$ cat src/rtl/fifo_rd_stream_if.sv
// Downstream valid/ready stream carrying one data word per beat,
// plus a last-beat marker for packet framing.
interface fifo_rd_stream_if #(
  parameter int DATA_WIDTH = 8
);
  logic [DATA_WIDTH-1:0] m_data;
  logic                  m_valid;
  logic                  m_ready;
  logic                  m_last;

  modport master (
    output m_data,
    output m_valid,
    output m_last,
    input  m_ready
  );

  modport slave (
    input  m_data,
    input  m_valid,
    input  m_last,
    output m_ready
  );
endinterface

$ cat src/rtl/fifo_rd_stream.sv
// Read-domain consumer of the async FIFO. Issues FIFO reads, absorbs the
// one-cycle read latency in a 2-entry skid buffer and presents the words as
// a framed valid/ready stream at up to one word per cycle.
module fifo_rd_stream #(
  parameter int DATA_WIDTH = 8,
  parameter int PKT_LEN    = 16,
  parameter int CNT_WIDTH  = 16
) (
  input  logic                  rd_clk,
  input  logic                  rd_rst,
  input  logic                  enable,
  input  logic                  fifo_empty,
  input  logic [DATA_WIDTH-1:0] fifo_data_out,
  output logic                  fifo_rd_en,
  fifo_rd_stream_if.master      m,
  output logic [CNT_WIDTH-1:0]  word_count,
  output logic                  busy
);

  typedef enum logic [1:0] {
    IDLE  = 2'd0,
    RUN   = 2'd1,
    FLUSH = 2'd2
  } state_t;

  localparam logic [15:0] LAST_BEAT = 16'(PKT_LEN - 1);

  state_t                state;
  state_t                state_nxt;
  logic [DATA_WIDTH-1:0] mem [2];
  logic                  head;
  logic                  tail;
  logic [1:0]            occ;
  logic                  inflight;
  logic [15:0]           beat_cnt;
  logic                  pop;
  logic [1:0]            level_after;

  // Stream outputs come straight off the buffer head; data is zeroed when empty.
  assign m.m_valid = (occ != 2'd0);
  assign m.m_data  = m.m_valid ? mem[head] : '0;
  assign m.m_last  = m.m_valid & (beat_cnt == LAST_BEAT);
  assign busy      = (state != IDLE);

  assign pop = m.m_valid & m.m_ready;

  // Buffer level once this cycle's capture and pop settle. Looking at pop
  // combinationally lets a read issue in the same cycle a slot is freed,
  // which is what sustains one word per cycle.
  assign level_after = occ + 2'(inflight) - 2'(pop);

  assign fifo_rd_en = !rd_rst && (state == RUN) && !fifo_empty &&
                      (level_after < 2'd2);

  // Next-state logic for the fetch control FSM.
  always_comb begin
    // NOTE: every combinational output gets a default first so no path infers a latch.
    state_nxt = state;
    case (state)
      IDLE:    if (enable) state_nxt = RUN;
      RUN:     if (!enable) state_nxt = FLUSH;
      FLUSH: begin
        if (enable)                        state_nxt = RUN;
        else if (occ == 2'd0 && !inflight) state_nxt = IDLE;
      end
      default: state_nxt = IDLE;
    endcase
  end

  // State register.
  always_ff @(posedge rd_clk) begin
    // NOTE: sequential state uses non-blocking assignments so every flop samples pre-edge values.
    if (rd_rst) state <= IDLE;
    else        state <= state_nxt;
  end

  // Buffer pointers, occupancy and read-in-flight tracking.
  always_ff @(posedge rd_clk) begin
    if (rd_rst) begin
      occ      <= 2'd0;
      inflight <= 1'b0;
      head     <= 1'b0;
      tail     <= 1'b0;
    end else begin
      inflight <= fifo_rd_en;
      if (inflight) tail <= ~tail;
      if (pop)      head <= ~head;
      occ <= occ + 2'(inflight) - 2'(pop);
    end
  end

  // Capture the word returned by last cycle's accepted read.
  // NOTE: storage is not reset; m_data is masked by m_valid, so stale entries never reach the output.
  always_ff @(posedge rd_clk) begin
    if (inflight) mem[tail] <= fifo_data_out;
  end

  // Packet beat position and running count of delivered words.
  always_ff @(posedge rd_clk) begin
    if (rd_rst) begin
      beat_cnt   <= 16'd0;
      word_count <= '0;
    end else if (pop) begin
      word_count <= word_count + 1'b1;
      beat_cnt   <= (beat_cnt == LAST_BEAT) ? 16'd0 : beat_cnt + 16'd1;
    end
  end

  // The read-issue rule must never let buffered plus in-flight words exceed two.
  a_no_overflow: assert property (@(posedge rd_clk) disable iff (rd_rst)
    (3'(occ) + 3'(inflight)) <= 3'd2);

endmodule

$ cat src/flat_wrapper.sv
// flat-port wrapper written by rule: the top's interface ports become plain ports
module fifo_rd_stream_flat 
#(
  parameter int DATA_WIDTH = 8,
  parameter int PKT_LEN    = 16,
  parameter int CNT_WIDTH  = 16
)
  (rd_clk, rd_rst, enable, fifo_empty, fifo_data_out, fifo_rd_en, word_count, busy, m_m_data, m_m_valid, m_m_last, m_m_ready);
  fifo_rd_stream_if #(.DATA_WIDTH(DATA_WIDTH)) m_i ();
  input  logic rd_clk;
  input  logic rd_rst;
  input  logic enable;
  input  logic fifo_empty;
  input  logic [DATA_WIDTH-1:0] fifo_data_out;
  output logic fifo_rd_en;
  output logic [CNT_WIDTH-1:0] word_count;
  output logic busy;
  output wire logic [$bits(m_i.m_data)-1:0] m_m_data;
  output wire logic [$bits(m_i.m_valid)-1:0] m_m_valid;
  output wire logic [$bits(m_i.m_last)-1:0] m_m_last;
  input wire logic [$bits(m_i.m_ready)-1:0] m_m_ready;
  assign m_m_data = m_i.m_data;
  assign m_m_valid = m_i.m_valid;
  assign m_m_last = m_i.m_last;
  assign m_i.m_ready = m_m_ready;
  fifo_rd_stream #(.DATA_WIDTH(DATA_WIDTH), .PKT_LEN(PKT_LEN), .CNT_WIDTH(CNT_WIDTH)) u_core (.rd_clk(rd_clk), .rd_rst(rd_rst), .enable(enable), .fifo_empty(fifo_empty), .fifo_data_out(fifo_data_out), .fifo_rd_en(fifo_rd_en), .m(m_i), .word_count(word_count), .busy(busy));
endmodule
$ cat config.mk
export PLATFORM = sky130hd
export DESIGN_NAME = fifo_rd_stream_flat
export DESIGN_NICKNAME = d
export VERILOG_FILES = /design/src/rtl/fifo_rd_stream_if.sv /design/src/rtl/fifo_rd_stream.sv /design/src/flat_wrapper.sv
export SDC_FILE = /design/constraint.sdc
export NUM_CORES = 1
export LEC_CHECK = 0
export ABC_AREA = 0
export CAP_MARGIN = 5
export CORE_ASPECT_RATIO = 1.4
export CORE_UTILIZATION = 52
export DETAILED_ROUTE_END_ITERATION = 16
export PLACE_DENSITY = 0.86
export SKIP_CTS_REPAIR_TIMING = 1
export SYNTH_ARGS = -nofsm -noshare
export SYNTH_HDL_FRONTEND = slang
export SYNTH_SLANG_ARGS = --single-unit
$ cat constraint.sdc
create_clock -name rd_clk -period 3.15 [get_ports rd_clk]
set_input_delay 0.7875 -clock rd_clk [delete_from_list [all_inputs] [get_ports rd_clk]]
set_output_delay 0.7875 -clock rd_clk [all_outputs]
set_load 0.02 [all_outputs]
==> metrics <==
Slew headroom=55.14%; slowest stage delay, CP=0.27 ns; register area share after synthesis=53.17%; commonest non-fill, non-tap cells in the layout=40 x dfxtp_1, 39 x nor2_1, 37 x clkdlybuf4s50_1; I/O Buffers=40; initial cell density of the core=55.47%; vias in the first global route=1719; GPL Wtd Cong=0.8426; endpoint type of the worst setup path=output pin; Register Area=0.001281 mm^2; synth unique cells=41; row count=28; RSZ-0062 raised after global routing=no; CP Launch Type=primary input; Setup Skew=0.006735 ns; WL/cell=13.35 um; core area=0.004344 mm^2; io pins=41; DRC Markers=0; most common cell after layout, fill and taps aside=dfxtp_1; DR iter-0 viols=45; Worst Path Arrival=2.25 ns; Async S/R FF share, synth=0%; die width=59.54 um; worst hold endpoint=u_core.beat_cnt[1]; WL final=4606 um; Yosys reg bits=56; PnR Total Power=0.001723 W; Setup Viol. Count Final=0; Longest Clk Path Bufs=2; Multi-input gate area=0.001076 mm^2; GR Overflow Total=0; Area Growth Syn to Fin=24.77%; Avg Cell Area, Syn=10.08 um^2; Post-synth EDFFs=16; Via density=5.365; peak supply drop=0.3241 mV; final core occ=69.21%; PD cells=573.1 mW/mm^2; Final Max Tran Viols=0; layout cells sized above 1=8.421%; initial antenna violation count=0; CP max FO=3; crit-path leading delay family=adder cells; syn nets=256; clock period minus worst slack=3.034 ns; Min-Delay Path Depth=2; synth warn=0; Fin. Hold Viols=0; WP buf/inv=4; CP Cell Sequence=dlymetal6s2s_1 -> o21ai_2 -> inv_2 -> ha_1 -> inv_1 -> ha_1 -> xnor2_2 -> xnor2_2 -> nor4_2 -> buf_4; critical path's slowest cell=ha_1; Crit Path Class=in -> out; Leak=1.027 nW; Clk Latency, worst-skew pair=0.32 ns; Synth Cell Area=0.002410 mm^2; fin nets=301; CP required=2.36 ns; ant diodes=0; die area=0.004915 mm^2; FF-to-FF End=u_core.inflight; CTS clk-pin slew, worst paths=0.10 ns; status=completed; global-route wire length before repair=7279 um; Worst Max-Slew Pin Slew=0.6715 ns; DIE HEIGHT=82.55 um; Hold WS=0.4889 ns; min-delay src=u_core.beat_cnt[1]; final instance area=0.003007 mm^2; post-place setup slack=-0.7155 ns; DP HPWL=3152 um; Routed Antenna Nets=0; FMAX=329.6 MHz; max cap viols=0; r2r setup slk=1.33 ns; R2R depth=8; TritonRoute pass-1 iters=4; synthesized instance count=239; final setup margin=0.1158 ns; Fillers=344; CTS tree=built; Vias=1851; # clock sinks=56; worst hold path class=reg -> reg; largest net degree at the start of global routing=28; root buffer cell=clkbuf_8; CTS Buf Count=5; final period utilization=96.32%; ys flop type=dfxtp_1; Total GRT Usage=19.74%; placed cell area=0.002893 mm^2; level count of the clock H-tree=2; RR Startpoint=u_core.occ[0]
==> how the worst max path moves through the flow <==
stage	startpoint	slack, ns	depth (start not counted)	end
6_report	m_m_ready	0.12	10	fifo_rd_en
4_1_cts	m_m_ready	-0.72	10	fifo_rd_en
3_5_place_dp	m_m_ready	-0.72	10	fifo_rd_en
3_3_place_gp	m_m_ready	-0.62	10	fifo_rd_en
2_1_floorplan	m_m_ready	0.04	8	fifo_rd_en
5_1_grt	m_m_ready	0.02	10	fifo_rd_en
==> sequential cells by signal, indices dropped and copies added, names as in the netlist, named ones only <==
register	count
u_core.beat_cnt	16
u_core.mem	16
u_core.word_count	16
u_core.occ	2
u_core.state	2
u_core.head	1
u_core.inflight	1
u_core.tail	1
==> worst min-delay path, delay by kind of cell (launching register included) <==
family | cells | cell delay [ns]
AOI/OAI and AO/OA | 1 | 0.06
DFF | 1 | 0.34
and+or+nand+nor | 1 | 0.06
==> per-layer routing <==
layer  vias up  GRT usage (%)  share of wire [%]
li1        930              -                  -
met1       872          21.14                 42
met2        42          35.96                 51
met3         7          4.829                4.4
met4         0          9.070                2.1
met5         -              0                  0
==> metrics by stage <==
step / TNS (ns) / std cells
after floorplan: 0 / 239
after global placement: -0.6194 / 337
after detailed placement: -0.7155 / 337
after CTS: -0.7199 / 345
after global routing: 0 / 345
final: 0 / 345
==> cell type report <==
class | count | area share [%]
clock buffer | 5 | 2.289
sequential | 56 | 42.61
tap | 60 | 2.497
inverter | 6 | 0.7491
multi-input combinational | 168 | 35.79
timing repair buffer | 47 | 15.15
clock inverter | 3 | 0.9155
==> report_power, final <==
| part | total [W] | switching (W) | leakage [nW] | internal [W] |
|---|---|---|---|---|
| combinational | 0.000481 | 0.000248 | 0.513 | 0.000233 |
| sequential | 0.000835 | 0.0000527 | 0.467 | 0.000782 |
| clock | 0.000407 | 0.000244 | 0.0463 | 0.000164 |
==> synth_stat cells, types with 3 or more instances <==
master	n	area, um^2
nand4_1	10	62.56
ha_1	4	50.05
nand3_1	6	30.03
xor2_1	9	78.83
nor2b_1	4	25.02
edfxtp_1	16	480.5
a21oi_1	7	35.03
inv_1	5	18.77
nor3_1	8	40.04
xnor2_1	18	157.7
or3_1	4	25.02
mux2i_1	10	100.1
nor4_1	7	43.79
nand2_1	15	56.30
o21ai_0	5	25.02
nor2_1	39	146.4
clkbuf_1	3	11.26
dfxtp_1	40	800.8
==> cells by family (layout without fill, tap and decap cells) <==
kind of cell	Yosys count	in the layout	share of synthesized area [%]
AOI/OAI and AO/OA	22	22	6.022
DFF	56	56	53.17
and+or+nand+nor	105	105	21.70
muxes	10	10	4.154
adders and majority gates	4	4	2.077
xor gates and xnor gates	27	27	9.813
buffers and inverters	15	61	3.063
Power figures use the tool's default switching activity.
